--- src/rtl/itlb_req_queue_if.sv ---
// Request/lookup bundle between fetch clients, the ITLB request queue and the ITLB.
// The master side is driven by clients and the ITLB. The slave side is the queue itself.
interface itlb_req_queue_if #(
  parameter int NUM_OF_REQ = 2,
  parameter int NUM_OF_RES = 2,
  parameter int DEPTH      = 8,
  parameter int VA_W       = 39,
  parameter int TAG_W      = 4
);
  localparam int CNT_W = $clog2(DEPTH + 1);

  logic [NUM_OF_REQ-1:0]             req_valid;
  logic [NUM_OF_REQ-1:0][VA_W-1:0]   req_va;
  logic [NUM_OF_REQ-1:0][TAG_W-1:0]  req_tag;
  logic                              ready;
  logic                              stall_req_to_itlb;
  logic                              flush;
  logic [NUM_OF_RES-1:0]             lk_valid;
  logic [NUM_OF_RES-1:0][VA_W-1:0]   lk_va;
  logic [NUM_OF_RES-1:0][TAG_W-1:0]  lk_tag;
  logic [NUM_OF_RES-1:0]             lk_accept;
  logic [CNT_W-1:0]                  count;

  modport master (
    output req_valid, req_va, req_tag, stall_req_to_itlb, flush, lk_accept,
    input  ready, lk_valid, lk_va, lk_tag, count
  );

  modport slave (
    input  req_valid, req_va, req_tag, stall_req_to_itlb, flush, lk_accept,
    output ready, lk_valid, lk_va, lk_tag, count
  );
endinterface

--- src/rtl/itlb_req_queue.sv ---
// Age-ordered circular request buffer in front of the ITLB lookup ports.
// Compresses valid requests into the tail and presents the oldest entries in order.
module itlb_req_queue #(
  parameter int NUM_OF_REQ = 2,
  parameter int NUM_OF_RES = 2,
  parameter int DEPTH      = 8,
  parameter int VA_W       = 39,
  parameter int TAG_W      = 4
) (
  input  logic            clk,
  input  logic            rst,
  itlb_req_queue_if.slave bus
);
  localparam int PTR_W = (DEPTH > 1) ? $clog2(DEPTH) : 1;
  localparam int CNT_W = $clog2(DEPTH + 1);

  logic [VA_W-1:0]  va_mem  [DEPTH];
  logic [TAG_W-1:0] tag_mem [DEPTH];

  logic [PTR_W-1:0] head_q, tail_q;
  logic [CNT_W-1:0] count_q;

  logic                             enq_en;
  logic [CNT_W-1:0]                 enq_cnt;
  logic [CNT_W-1:0]                 deq_cnt;
  logic [NUM_OF_REQ-1:0][PTR_W-1:0] wr_idx;
  logic                             deq_run;

  // Back-pressure looks only at registered occupancy, never at this cycle's dequeue.
  assign bus.ready = (CNT_W'(DEPTH) - count_q) >= CNT_W'(NUM_OF_REQ);
  assign bus.count = count_q;
  assign enq_en    = bus.ready && !bus.flush;

  // Each valid port lands at tail plus the number of valid ports below it.
  always_comb begin
    // NOTE: every comb output gets a default first so no path leaves it unassigned (no latch).
    enq_cnt = '0;
    wr_idx  = '0;
    for (int p = 0; p < NUM_OF_REQ; p++) begin
      wr_idx[p] = tail_q + PTR_W'(enq_cnt);
      if (bus.req_valid[p]) enq_cnt = enq_cnt + CNT_W'(1);
    end
  end

  // Slot k shows head+k. Dequeue counts only the unbroken run of accepted leading slots.
  always_comb begin
    bus.lk_valid = '0;
    bus.lk_va    = '0;
    bus.lk_tag   = '0;
    deq_cnt      = '0;
    deq_run      = 1'b1;
    for (int k = 0; k < NUM_OF_RES; k++) begin
      bus.lk_va[k]    = va_mem[head_q + PTR_W'(k)];
      bus.lk_tag[k]   = tag_mem[head_q + PTR_W'(k)];
      bus.lk_valid[k] = !bus.stall_req_to_itlb && (CNT_W'(k) < count_q);
      if (deq_run && bus.lk_valid[k] && bus.lk_accept[k]) deq_cnt = deq_cnt + CNT_W'(1);
      else                                                 deq_run = 1'b0;
    end
  end

  // NOTE: payload storage has no reset; occupancy is tracked by count, so stale data is never shown.
  always_ff @(posedge clk) begin
    if (enq_en) begin
      for (int p = 0; p < NUM_OF_REQ; p++) begin
        if (bus.req_valid[p]) begin
          va_mem[wr_idx[p]]  <= bus.req_va[p];
          tag_mem[wr_idx[p]] <= bus.req_tag[p];
        end
      end
    end
  end

  // Reset outranks flush, and flush outranks any same-cycle enqueue or dequeue.
  always_ff @(posedge clk) begin
    // NOTE: registered state uses non-blocking assignments so all flops update together at the edge.
    if (rst || bus.flush) begin
      head_q  <= '0;
      tail_q  <= '0;
      count_q <= '0;
    end else begin
      head_q  <= head_q + PTR_W'(deq_cnt);
      if (enq_en) tail_q <= tail_q + PTR_W'(enq_cnt);
      count_q <= count_q + (enq_en ? enq_cnt : CNT_W'(0)) - deq_cnt;
    end
  end
endmodule

--- src/flat_wrapper.sv ---
// flat-port wrapper written by rule: the top's interface ports become plain ports
module itlb_req_queue_flat 
#(
  parameter int NUM_OF_REQ = 2,
  parameter int NUM_OF_RES = 2,
  parameter int DEPTH      = 8,
  parameter int VA_W       = 39,
  parameter int TAG_W      = 4
)
  (clk, rst, bus_req_valid, bus_req_va, bus_req_tag, bus_stall_req_to_itlb, bus_flush, bus_lk_accept, bus_ready, bus_lk_valid, bus_lk_va, bus_lk_tag, bus_count);
  itlb_req_queue_if #(.NUM_OF_REQ(NUM_OF_REQ), .NUM_OF_RES(NUM_OF_RES), .DEPTH(DEPTH), .VA_W(VA_W), .TAG_W(TAG_W)) bus_i ();
  input  logic clk;
  input  logic rst;
  input wire logic [$bits(bus_i.req_valid)-1:0] bus_req_valid;
  input wire logic [$bits(bus_i.req_va)-1:0] bus_req_va;
  input wire logic [$bits(bus_i.req_tag)-1:0] bus_req_tag;
  input wire logic [$bits(bus_i.stall_req_to_itlb)-1:0] bus_stall_req_to_itlb;
  input wire logic [$bits(bus_i.flush)-1:0] bus_flush;
  input wire logic [$bits(bus_i.lk_accept)-1:0] bus_lk_accept;
  output wire logic [$bits(bus_i.ready)-1:0] bus_ready;
  output wire logic [$bits(bus_i.lk_valid)-1:0] bus_lk_valid;
  output wire logic [$bits(bus_i.lk_va)-1:0] bus_lk_va;
  output wire logic [$bits(bus_i.lk_tag)-1:0] bus_lk_tag;
  output wire logic [$bits(bus_i.count)-1:0] bus_count;
  assign bus_i.req_valid = bus_req_valid;
  assign bus_i.req_va = bus_req_va;
  assign bus_i.req_tag = bus_req_tag;
  assign bus_i.stall_req_to_itlb = bus_stall_req_to_itlb;
  assign bus_i.flush = bus_flush;
  assign bus_i.lk_accept = bus_lk_accept;
  assign bus_ready = bus_i.ready;
  assign bus_lk_valid = bus_i.lk_valid;
  assign bus_lk_va = bus_i.lk_va;
  assign bus_lk_tag = bus_i.lk_tag;
  assign bus_count = bus_i.count;
  itlb_req_queue #(.NUM_OF_REQ(NUM_OF_REQ), .NUM_OF_RES(NUM_OF_RES), .DEPTH(DEPTH), .VA_W(VA_W), .TAG_W(TAG_W)) u_core (.clk(clk), .rst(rst), .bus(bus_i));
endmodule
--- config.mk ---
export PLATFORM = sky130hd
export DESIGN_NAME = itlb_req_queue_flat
export DESIGN_NICKNAME = d
export VERILOG_FILES = /design/src/rtl/itlb_req_queue_if.sv /design/src/rtl/itlb_req_queue.sv /design/src/flat_wrapper.sv
export SDC_FILE = /design/constraint.sdc
export NUM_CORES = 1
export LEC_CHECK = 0
export BUFFER_PORTS_ARGS = -buffer_cell sky130_fd_sc_hd__buf_2
export CORE_UTILIZATION = 50
export CTS_CLUSTER_DIAMETER = 40
export DETAILED_ROUTE_END_ITERATION = 6
export MAX_ROUTING_LAYER = met4
export PLACE_DENSITY = 0.79
export SYNTH_ARGS = -nofsm -noshare
export SYNTH_HDL_FRONTEND = slang
export SYNTH_SLANG_ARGS = --single-unit
--- constraint.sdc ---
create_clock -name clk -period 4 [get_ports clk]
set_clock_uncertainty 0.1 [all_clocks]
set_input_delay 0.6 -clock clk [delete_from_list [all_inputs] [get_ports clk]]
set_output_delay 0.6 -clock clk [all_outputs]
set_load 0.005 [all_outputs]
# After elaboration in Yosys (flattened, before gate mapping)
# Memories as Yosys holds them, arrays and structs flattened. A register that Yosys moved wholly into a read port is not among the register bits.
# Index checks and enable logic that the tools add are counted.
dict set report word_totals {
  register_bits 10
  ramBits 344
  input_bits 94
  out_inout_bits 93
  word_cells 40
  n_memories 2
}
# name words width read_ports rd_clocked_by_memory_dff write_ports line_no
set memory_table {}
lappend memory_table {u_core.va_mem 8 39 2 1 2 itlb_req_queue.sv:17} ;# logic [VA_W-1:0] va_mem [DEPTH];
lappend memory_table {u_core.tag_mem 8 4 2 1 2 itlb_req_queue.sv:18} ;# logic [TAG_W-1:0] tag_mem [DEPTH];
dict set report op_classes {
  add_sub_neg 9
  magnitude_cmp 3
  mux 14
  n_reduce_logical 9
}
# op n
set op_table {}
lappend op_table {{$mux 4} 3}
lappend op_table {{$mux 1} 9}
lappend op_table {{$lt 1x4->1 const A} 2}
lappend op_table {{$add 3x3->3} 2}
lappend op_table {{$logic_and 1x1->1} 6}
lappend op_table {{$mux 3} 2}
lappend op_table {{$add 1x1->2 const B} 2}
lappend op_table {{$add 4x4->4} 1}
lappend op_table {{$ge 4x2->1 const B} 1}
lappend op_table {{$sub 4x4->4} 1}
lappend op_table {{$sub 4x4->4 const A} 1}
lappend op_table {{$add 3x1->3} 1}
lappend op_table {{$add 3x1->3 const B} 1}
lappend op_table {{$logic_not 1->1} 2}
lappend op_table {{$logic_or 1x1->1} 1}

# Depth between registers and ports, before layout
# Gate-level depths: netlist (run 1).
dict set report logic_depth {
  word_depth 9
  ltp_mapped 13
  depth_no_buf 13
}

# Worst setup path after synthesis (run 1)
# No wires, ideal clock.
dict set report synth_path {
  path_kind {input to register}
  startpoint {in bus_req_valid[0]}
  endpoint {mem u_core.tag_mem[0][0], enable pin}
  setup_ns 0.444
  t_arrival_ns 3.471
  t_required_ns 3.456
  slack_ns -0.015
  stages 4
  n_path_buf 0
  path_cell_list {ha_1 -> nor3b_1 -> a22oi_1 -> nor2_1}
}
# element line_no
set synth_rtl {}
lappend synth_rtl {{from (decl)} flat_wrapper.sv:14} ;# input wire logic [$bits(bus_i.req_valid)-1:0] bus_req_valid;
lappend synth_rtl {{to (decl)} itlb_req_queue.sv:18}

# Final worst setup path (run 1)
dict set report layout_path {
  startpoint {reg u_core.head_q[1]}
  endpoint {out bus_lk_va[71]}
}
dict set report layout_via {
  elab_chain_len 2
}
# element line_no
set layout_lines {}
lappend layout_lines {{from (decl)} itlb_req_queue.sv:20} ;# logic [PTR_W-1:0] head_q, tail_q;
lappend layout_lines {{from (signal assigned)} itlb_req_queue.sv:81} ;# head_q <= head_q + PTR_W'(deq_cnt);
lappend layout_lines {{$add 3x1->3} itlb_req_queue.sv:53} ;# bus.lk_va[k] = va_mem[head_q + PTR_W'(k)];
lappend layout_lines {{$mem_v2 8x39} --}
lappend layout_lines {{to (decl)} flat_wrapper.sv:22} ;# output wire logic [$bits(bus_i.lk_va)-1:0] bus_lk_va;
# No other way between the ends.

==> run_results.csv, run 1 <==
group,metric,value,unit
logic_synthesis,syn_area_per_cell,17.82,um^2
clock_network,cts_tree,"yes",
worst_setup_path,path_buf_inv,2,
worst_setup_path,startpoint_type,"flop",
clock_network,cts.sinks,354,
detailed_routing,drc,0,
clock_network,cts_setup_buffers,0,
place,gp_congestion,0.8076,
die,num_rows,73,
clock_network,clockRootBuffer,"clkbuf_16",
timing,tightest_slew,0.8887,ns
timing,period_minus_slack,3.510,ns
worst_setup_path,rrSetupSlack,0.89,ns
global_routing,antenna_found_initial,10,
outcome,status,"completed",
worst_setup_path,cpMaxStageDelayCell,"mux4_2",
die,die_x,204.6,um
die,dieArea,41880,um^2
global_routing,grt_usage,0.2616,
detailed_routing,vias_per_cell,6.379,
worst_hold_path,hp-start,"rst",
worst_setup_path,path_cells,"ha_4 -> buf_4 -> mux4_2 -> mux2_2 -> buf_2",
timing,finalHoldViolCount,0,
power,power_leakage,7.934,nW
clock_network,cts_max_level,2,
logic_synthesis,synth_area_leaders,"edfxtp_1 (50%), mux2_2 (23%), mux4_2 (19%)",
clock_network,postCtsResizedCells,0,
worst_hold_path,holdPathEnd,"u_core.head_q[1]",
logic_synthesis,synth.cell_area,20530,um^2
worst_setup_path,cp_slowest_stage_delay,0.54,ns
detailed_routing,wl_per_cell,27.50,um
logic_synthesis,yosysSeqAreaShare,0.5129,
worst_hold_path,holdCritPathClass,"in -> reg",
final_layout,syn2layout_area_growth,17.33,%
logic_synthesis,synth_ff_type,"edfxtp_1",
power,power,12.03,mW
clock_network,clk_latency,0.57,ns
die,ioPinCount,187,
final_layout,instances_no_fill,1921,
worst_setup_path,end_kind,"primary output",
detailed_routing,initialDrtViolationCount,1002,
global_routing,overflow,0,
worst_setup_path,cp_max_fo,17,
detailed_routing,wl,52840,um
job,drv_cap,0,
logic_synthesis,synthCells,1152,
detailed_routing,vias,12250,
timing,fmax,0.2849,GHz
worst_setup_path,r2r-start,"u_core.bus.count[1]",
detailed_routing,antenna_left,0,
clock_network,ctsHoldBuffers,0,
worst_setup_path,worstReg2RegEnd,"u_core.va_mem[1][15]",
timing,rsz0062_at_grt,"false",
global_routing,grt_pass1_wl,77770,um
worst_hold_path,min_path_cells,3,
timing,slew_violations,0,
final_layout,drive_above_1_share,0.6638,
logic_synthesis,synthArstFlopShare,0,
logic_synthesis,synth.distinct_cells,38,
detailed_routing,dr.pass1.iters,7,
die,initial_core_util,0.5121,
clock_network,cts_buffer_depth,3,
timing,finalSetupViolations,0,
logic_synthesis,synth-seq-cells,354,
timing,slew_headroom,0.4075,
logic_synthesis,syn-num-nets,1264,
global_routing,grt_max_degree,89,
clock_network,path_clk_slew,0.06,ns
worst_setup_path,path_class,"reg -> out",
die,core,40100,um^2
worst_setup_path,reg2regPathDepth,8,
clock_network,numCtsBuffers,54,
final_layout,final_nets,1456,
place,io_buffers,186,
worst_setup_path,critPathArrivalTime,2.81,ns
final_layout,fill_cells,2979,
logic_synthesis,synth_edf_count,344,
logic_synthesis,synth.top_cell.area_share,0.5031,
timing,setup_tns,0,ns
die,die_y,204.6,um
power,p_per_area,499.2,nW/um^2
worst_setup_path,crit_required,3.30,ns
logic_synthesis,yosys_warnings,0,
place,dp_cells,1813,
place,hpwl,29990,um
worst_setup_path,crit_family,"multiplexers",
power,irDropWorstVdd,0.3705,mV
timing,fin_crit_sh,0.8774,
logic_synthesis,yosysTopAreaCell,"edfxtp_1",
global_routing,grt_pass1_vias,12790,
-- per-stage QoR --
stage          instance area, um^2  worst slack, ns  utilization  hold WS, ns
6_report                     24090           0.4904       0.6008       0.3051
2_1_floorplan                20540          0.07358            -       0.3737
4_1_cts                      24070           0.4502       0.6002       0.2884
3_5_place_dp                 22180           0.8521       0.5533       0.4080
5_1_grt                      24090           0.4167       0.6008       0.3147
3_3_place_gp                 22180           0.8900       0.5533       0.3881
-- placed cells by master (no fill, tap or decap), types with 3 or more instances in the layout --
| cell type | instances |
|---|---|
| buf_4 | 26 |
| clkbuf_16 | 55 |
| clkinv_2 | 5 |
| clkinv_1 | 6 |
| inv_1 | 16 |
| nor3_4 | 4 |
| diode_2 | 10 |
| a21oi_1 | 5 |
| bufinv_16 | 9 |
| mux4_2 | 172 |
| mux2_2 | 415 |
| dfxtp_1 | 7 |
| inv_8 | 4 |
| dfxtp_4 | 3 |
| nand2_1 | 4 |
| buf_2 | 186 |
| clkbuf_1 | 5 |
| xor2_1 | 3 |
| ha_1 | 13 |
| nor3b_1 | 4 |
| fa_1 | 4 |
| a22oi_1 | 6 |
| and2_1 | 3 |
| nand3_4 | 4 |
| edfxtp_1 | 344 |
| mux2_1 | 15 |
| nor2_1 | 13 |
| clkinv_4 | 4 |
| buf_12 | 10 |
| inv_6 | 9 |
| nor2_4 | 8 |
-- registers in the layout (all words and copies together), names as in the netlist --
| signal | cells |
|---|---|
| u_core.va_mem | 312 |
| u_core.tail_q | 3 |
| u_core.tag_mem | 32 |
| u_core.bus.count | 4 |
| u_core.head_q | 3 |
-- how the worst max path moves through the flow --
| stage | startpoint | endpoint | slack (ns) | depth (start not counted) |
|---|---|---|---|---|
| CTS | u_core.head_q[1] | bus_lk_va[71] | 0.45 | 5 |
| finish | u_core.head_q[1] | bus_lk_va[71] | 0.49 | 5 |
| global placement | bus_req_valid[0] | u_core.va_mem[2][15] | 0.89 | 6 |
| detailed placement | bus_req_valid[0] | u_core.va_mem[2][9] | 0.85 | 6 |
| global route | u_core.head_q[0] | bus_lk_va[71] | 0.42 | 5 |
| floorplan | bus_req_valid[0] | u_core.tag_mem[6][0] | 0.07 | 4 |
-- final cells by class --
type	instances	area, um^2	share of cell area
clock inverter	38	486.7	0.02020
inverter	17	65.06	0.002701
multi-input combinational	695	9594	0.3983
clock buffer	60	1395	0.05791
timing repair buffer	222	1326	0.05505
tap	525	656.9	0.02727
antenna	10	25.02	0.001039
sequential	354	10540	0.4376
-- where the power goes --
part           leakage [nW]  total, mW  switching, mW  internal (mW)
clock                 0.918       4.90           1.78           3.12
sequential             3.20       4.60          0.141           4.46
combinational          3.82       2.52           1.28           1.24
total                  7.93       12.0           3.20           8.83
-- worst register-to-register path, stage by stage (launching register included) --
cell	delay, ns
dfxtp_1	0.44
inv_1	0.09
ha_1	0.22
nor3b_1	0.19
o2111a_1	0.30
clkinv_2	0.23
nand3_4	0.23
buf_4	0.62
mux2_2	0.43
-- synthesized netlist by cell type, types with 2 or more instances --
| library cell | count |
|---|---|
| mux2_2 | 415 |
| xor2_1 | 4 |
| buf_4 | 4 |
| and2_1 | 3 |
| mux4_2 | 172 |
| a32oi_1 | 2 |
| nor2b_1 | 2 |
| nor3b_1 | 4 |
| buf_2 | 23 |
| buf_1 | 16 |
| o21ai_0 | 2 |
| edfxtp_1 | 344 |
| dfxtp_1 | 10 |
| ha_1 | 14 |
| nand2_1 | 4 |
| a21oi_1 | 5 |
| and3b_1 | 2 |
| nand3_2 | 4 |
| mux2_1 | 15 |
| clkbuf_1 | 30 |
| a22oi_1 | 6 |
| xnor2_1 | 2 |
| buf_6 | 13 |
| inv_1 | 16 |
| nor3_4 | 4 |
| nor2_1 | 21 |
| fa_1 | 4 |
-- per-layer routing --
metal	up-vias	track usage	share of wire
li1	5227	-	-
met1	6427	0.3244	0.39
met2	490	0.4254	0.51
met3	110	0.04582	0.067
met4	0	0.1069	0.032
met5	-	-	0
-- logic make-up (layout without fill, tap and decap cells) --
logic type,Yosys count,in the layout,synth area share
buf+inv,103,337,0.02578
fa+ha+maj,18,18,0.01243
mux,602,602,0.4245
simple gates,51,51,0.01584
other cells,0,10,0
flops,354,354,0.5129
compound gates,18,18,0.006033
xor+xnor,6,6,0.002559
Power figures use the tool's default switching activity.
==> run 2: changes to the inputs <==
--- a/config.mk
+++ b/config.mk
@@ -6,11 +6,13 @@
 export NUM_CORES = 1
 export LEC_CHECK = 0
 export BUFFER_PORTS_ARGS = -buffer_cell sky130_fd_sc_hd__buf_2
-export CORE_UTILIZATION = 50
+export CELL_PAD_IN_SITES_DETAIL_PLACEMENT = 0
+export CELL_PAD_IN_SITES_GLOBAL_PLACEMENT = 2
+export CORE_UTILIZATION = 41
 export CTS_CLUSTER_DIAMETER = 40
 export DETAILED_ROUTE_END_ITERATION = 6
 export MAX_ROUTING_LAYER = met4
-export PLACE_DENSITY = 0.79
+export PLACE_DENSITY = 0.84
 export SYNTH_ARGS = -nofsm -noshare
 export SYNTH_HDL_FRONTEND = slang
 export SYNTH_SLANG_ARGS = --single-unit
==> run 2 against run 1 <==
  * Global-route usage shrank 4.0 points
  * Sequential cell count did not move
  * Clock-buffer cell count grew 14
  * Maximum frequency decreased by 2.2%
  * Sequential share of layout area shrank 0.77 points
  * Via count is 0.51% lower
  * Final area rose by 1.8%
  * Sequential power about the same
  * Highest routed layer unchanged
==> run_results.csv, run 2 (synthesis gave the netlist of run 1 again) <==
group,metric,value,unit
clock_network,numCtsBuffers,67,
job,drv_cap,0,
worst_hold_path,holdCritPathClass,"in -> reg",
clock_network,cts_tree,"yes",
power,p_per_area,508.3,nW/um^2
die,ioPinCount,187,
timing,finalSetupViolations,0,
final_layout,final_util,0.4988,
die,core,49150,um^2
timing,setup_tns,0,ns
timing,finalHoldViolCount,0,
detailed_routing,antenna_left,0,
clock_network,cts_setup_buffers,0,
detailed_routing,wl_per_cell,25.70,um
timing,slew_violations,0,
clock_network,clockRootBuffer,"clkbuf_16",
timing,slew_headroom,0.3591,
power,irDropWorstVdd,0.3609,mV
timing,rsz0062_at_grt,"false",
place,pre_cts_slack,0.6153,ns
final_layout,final_common_cell,"mux2_2",
die,die_x,225.8,um
place,gp_congestion,0.7749,
clock_network,ctsHoldBuffers,0,
timing,fin_crit_sh,0.8968,
die,initial_core_util,0.4177,
detailed_routing,drc,0,
power,power_leakage,8.063,nW
global_routing,grt_pass1_wl,80130,um
timing,setup_slack,0.4126,ns
clock_network,cts_max_level,3,
worst_setup_path,startpoint_type,"flop",
power,power,12.46,mW
final_layout,syn2layout_area_growth,19.41,%
worst_setup_path,path_class,"reg -> out",
timing,fmax,0.2788,GHz
timing,period_minus_slack,3.587,ns
final_layout,layout_common_cells,"mux2_2 (415), edfxtp_1 (344), buf_2 (186), mux4_2 (172), clkbuf_16 (67)",
die,die_y,225.8,um
final_layout,largest_reg_flops,312,
clock_network,path_clk_slew,0.05,ns
global_routing,grt_pass1_vias,12870,
worst_setup_path,end_kind,"primary output",
final_layout,seq_area,10540,um^2
final_layout,fill_cells,4086,
global_routing,grt_max_degree,137,
final_layout,multi_input_area,9564,um^2
outcome,status,"completed",
die,dieArea,50980,um^2
timing,tightest_slew,0.9613,ns
worst_setup_path,cp_max_fo,22,
clock_network,cts.sinks,354,
clock_network,cts_buffer_depth,3,
worst_setup_path,critPathArrivalTime,2.89,ns
detailed_routing,initialDrtViolationCount,906,
global_routing,antenna_found_initial,10,
global_routing,overflow,0,
die,num_rows,81,
worst_setup_path,crit_required,3.30,ns
global_routing,grt_usage,0.2213,
place,hpwl,31400,um
final_layout,final_nets,1469,
detailed_routing,dr.pass1.iters,5,
clock_network,clk_latency,0.57,ns
clock_network,postCtsResizedCells,0,
detailed_routing,vias_per_cell,5.850,
detailed_routing,wl,53560,um
detailed_routing,vias,12190,
place,io_buffers,186,
final_layout,drive_above_1_share,0.6674,
run 2: changes by cell type in the layout (fill, tap and decap cells not counted), moves of 5 or more:
cell       before  now
clkbuf_16      55   67
bufinv_16       9    3
clkinv_4        4    9
inv_6           9   14
run 2: path summary, 6_finish.rpt:
path | startpoint | to | slack (ns) | cells after the start
max reg2reg | u_core.bus.count[1] | u_core.va_mem[0][31] | 0.63 | 8
max | u_core.head_q[0] | bus_lk_va[71] | 0.41 | 5
min reg2reg | u_core.tail_q[0] | u_core.tail_q[0] | 0.41 | 2
min | bus_req_va[58] | u_core.va_mem[6][19] | 0.31 | 2
run 2: area by class of cell:
cell class,instances,share of cell area
inverters,17,0.002654
well taps,664,0.03388
diodes,10,0.001021
clock buffers,74,0.06945
clock inverters,48,0.01745
flip-flops and latches,354,0.4298
multi-input cells,695,0.3901
repair buffers,222,0.05562
run 2: critical path: stages, from the launching register on:
cell and delay (ns):
dfxtp_4 0.38, ha_4 0.64, buf_12 0.28, mux4_2 0.54, mux2_2 0.31, buf_2 0.13
run 2: metrics by stage:
stage / hold slack [ns] / cells / cell area, um^2
after floorplan: 0.3737 / 1152 / 20540
after global placement: 0.3949 / 1952 / 22360
after detailed placement: 0.4076 / 1952 / 22360
after CTS: 0.2779 / 2074 / 24490
after global routing: 0.3060 / 2084 / 24520
final: 0.3076 / 2084 / 24520
run 2: power breakdown:
| part | internal [mW] | leakage (nW) | switching, mW |
|---|---|---|---|
| clock | 3.32 | 1.03 | 2.01 |
| combinational | 1.25 | 3.83 | 1.28 |
| sequential | 4.47 | 3.20 | 0.140 |
| total | 9.04 | 8.06 | 3.43 |
run 2: layer usage:
metal / global-route usage / up-vias / part of all wire
met1: 0.2801 / 6404 / 0.42
met4: 0.06583 / 0 / 0.022
met5: - / - / 0
li1: - / 5278 / -
met2: 0.3489 / 410 / 0.49
met3: 0.05803 / 99 / 0.071
==> run 3: changes to the inputs <==
--- a/config.mk
+++ b/config.mk
@@ -8,11 +8,12 @@
 export BUFFER_PORTS_ARGS = -buffer_cell sky130_fd_sc_hd__buf_2
 export CELL_PAD_IN_SITES_DETAIL_PLACEMENT = 0
 export CELL_PAD_IN_SITES_GLOBAL_PLACEMENT = 2
-export CORE_UTILIZATION = 41
+export CORE_UTILIZATION = 49
 export CTS_CLUSTER_DIAMETER = 40
 export DETAILED_ROUTE_END_ITERATION = 6
 export MAX_ROUTING_LAYER = met4
-export PLACE_DENSITY = 0.84
+export PLACE_DENSITY = 0.93
+export RECOVER_POWER = 25
 export SYNTH_ARGS = -nofsm -noshare
 export SYNTH_HDL_FRONTEND = slang
 export SYNTH_SLANG_ARGS = --single-unit
==> constraint.sdc (replaced) <==
create_clock -name clk -period 4.3 [get_ports clk]
set_clock_uncertainty 0.1 [all_clocks]
set_input_delay 0.645 -clock clk [delete_from_list [all_inputs] [get_ports clk]]
set_output_delay 0.645 -clock clk [all_outputs]
set_load 0.005 [all_outputs]
==> run 3 against run 2 <==
  * The run now ends with design-rule violations, max-capacitance violations, max-slew violations left
  * Clock-buffer cell count shrank 15
  * Final area shrank 2.6%
  * Sequential cell count is the same
  * Total power shrank 14%
  * Cell count shrank 7.6%
  * Register-to-register slack lost 0.12 ns
  * Worst hold slack gained 0.043 ns
  * Setup slack gained 0.099 ns
  * Clock power shrank 21%
  * Sequential share of layout area grew 1.1 points
  * Critical path type is now reg -> reg
==> run_results.csv, run 3 (synthesis gave the netlist of run 1 again) <==
group,metric,value,unit
worst_setup_path,cp_slowest_stage_delay,0.69,ns
die,core,41110,um^2
worst_setup_path,path_cells,"inv_1 -> ha_1 -> nor3b_1 -> o2111a_1 -> clkinvlp_2 -> nand3_1 -> buf_4 -> mux2_2",
place,io_buffers,186,
clock_network,cts.sinks,354,
timing,fmax,0.2640,GHz
die,die_x,206.7,um
outcome,violations,"design-rule violations, max-capacitance violations, max-slew violations",
global_routing,antenna_found_initial,10,
clock_network,clk_latency,0.58,ns
global_routing,grt_pass1_vias,12600,
place,postPlaceCellArea,22240,um^2
job,drv_cap,2,
final_layout,final_area,23890,um^2
detailed_routing,wl,52680,um
timing,period_minus_slack,3.788,ns
timing,finalSetupViolations,0,
detailed_routing,dr.pass1.iters,7,
global_routing,grt_usage,0.2597,
clock_network,path_clk_slew,0.05,ns
die,dieArea,42720,um^2
place,gp_congestion,0.7790,
worst_setup_path,crit_required,4.52,ns
worst_setup_path,end_kind,"flop",
worst_setup_path,path_class,"reg -> reg",
detailed_routing,drc,12,
detailed_routing,wl_per_cell,27.35,um
timing,rsz0062_at_grt,"false",
worst_setup_path,setup.worst_path.start,"u_core.bus.count[1]",
die,initial_core_util,0.4995,
worst_setup_path,r2r-start,"u_core.bus.count[1]",
power,power_leakage,7.835,nW
final_layout,fill_cells,3172,
global_routing,grt_max_degree,106,
die,num_rows,74,
detailed_routing,vias,12080,
detailed_routing,vias_per_cell,6.272,
clock_network,cts_max_level,2,
timing,slew_headroom,-0.03199,
worst_setup_path,reg2regPathDepth,8,
timing,slew_violations,88,
clock_network,cts_tree,"yes",
power,p_per_area,451.1,nW/um^2
global_routing,grt_pass1_wl,78430,um
clock_network,numCtsBuffers,54,
clock_network,cts_setup_buffers,0,
final_layout,final_nets,1454,
clock_network,clockRootBuffer,"clkbuf_16",
place,hpwl,30750,um
worst_setup_path,startpoint_type,"flop",
power,irDropWorstVdd,0.3241,mV
worst_hold_path,holdCritPathClass,"in -> reg",
timing,fin_crit_sh,0.8809,
final_layout,layout_common_cells,"mux2_2 (415), edfxtp_1 (344), buf_2 (186), mux4_2 (172), clkbuf_16 (55)",
clock_network,postCtsResizedCells,0,
global_routing,overflow,0,
worst_setup_path,critPathArrivalTime,4.01,ns
clock_network,ctsHoldBuffers,0,
timing,tightest_slew,1.548,ns
timing,finalHoldViolCount,0,
final_layout,largest_reg_flops,312,
detailed_routing,antenna_left,0,
clock_network,cts_buffer_depth,3,
outcome,status,"complete, but fails checks",
final_layout,final_common_cell,"mux2_2",
detailed_routing,initialDrtViolationCount,896,
worst_hold_path,hp-start,"bus_req_va[5]",
die,ioPinCount,187,
power,power,10.77,mW
worst_setup_path,cp_max_fo,35,
worst_hold_path,min_path_cells,2,
final_layout,drive_above_1_share,0.6568,
die,die_y,206.7,um
timing,setup_tns,0,ns
worst_setup_path,cpMaxStageDelayCell,"buf_4",
final_layout,syn2layout_area_growth,16.33,%
run 3: changes by cell type in the layout (fill, tap and decap cells not counted), sizes merged:
cell / change
inv: -4
clkinv: -7
clkbuf: -9
clkinvlp: +2
buf: -8
run 3: through the flow:
| step | setup slack, ns | hold WS, ns | cells | utilization |
|---|---|---|---|---|
| 3_5_place_dp | 1.010 | 0.4029 | 1818 | 0.5410 |
| 4_1_cts | 0.5790 | 0.3175 | 1916 | 0.5834 |
| 3_3_place_gp | 1.010 | 0.3956 | 1818 | 0.5410 |
| 5_1_grt | 0.3361 | 0.3316 | 1926 | 0.5810 |
| 2_1_floorplan | 0.2403 | 0.3737 | 1152 | - |
| 6_report | 0.5121 | 0.3508 | 1926 | 0.5810 |
run 3: metal layers:
| layer | vias up | GRT usage | routed length, um | share of wire |
|---|---|---|---|---|
| li1 | 5212 | - | - | - |
| met1 | 6382 | 0.3247 | 20990 | 0.40 |
| met2 | 422 | 0.4367 | 27260 | 0.52 |
| met3 | 64 | 0.04976 | 3533 | 0.067 |
| met4 | 0 | 0.06361 | 899 | 0.017 |
| met5 | - | - | 0 | 0 |
run 3: path summary, 6_finish.rpt:
path                           to  slack, ns
max          u_core.va_mem[5][14]       0.51
min           u_core.va_mem[6][5]       0.35
max reg2reg  u_core.va_mem[5][14]       0.51
min reg2reg      u_core.tail_q[0]       0.41
run 3: power breakdown:
| group | total [mW] | leakage [nW] | switching, mW | internal [mW] |
|---|---|---|---|---|
| Clock | 4.20 | 0.841 | 1.66 | 2.54 |
| Sequential | 4.30 | 3.20 | 0.145 | 4.15 |
| Combinational | 2.28 | 3.79 | 1.14 | 1.14 |
run 3: cell type report:
type	instances	area, um^2	area share
antenna	10	25.02	0.001048
timing repair buffer	220	1308	0.05474
sequential	354	10540	0.4413
multi-input combinational	695	9539	0.3994
clock inverter	39	350.3	0.01467
inverter	17	65.06	0.002724
tap	532	665.6	0.02787
clock buffer	59	1391	0.05825
run 3: critical path: cells and delay by family (launching register included):
kind	cells	cell delay, ns
AOI/OAI and AO/OA	1	0.29
adders and majority gates	1	0.21
buffers and inverters	3	1.25
DFF	1	0.43
muxes	1	0.40
and+or+nand+nor	2	0.81
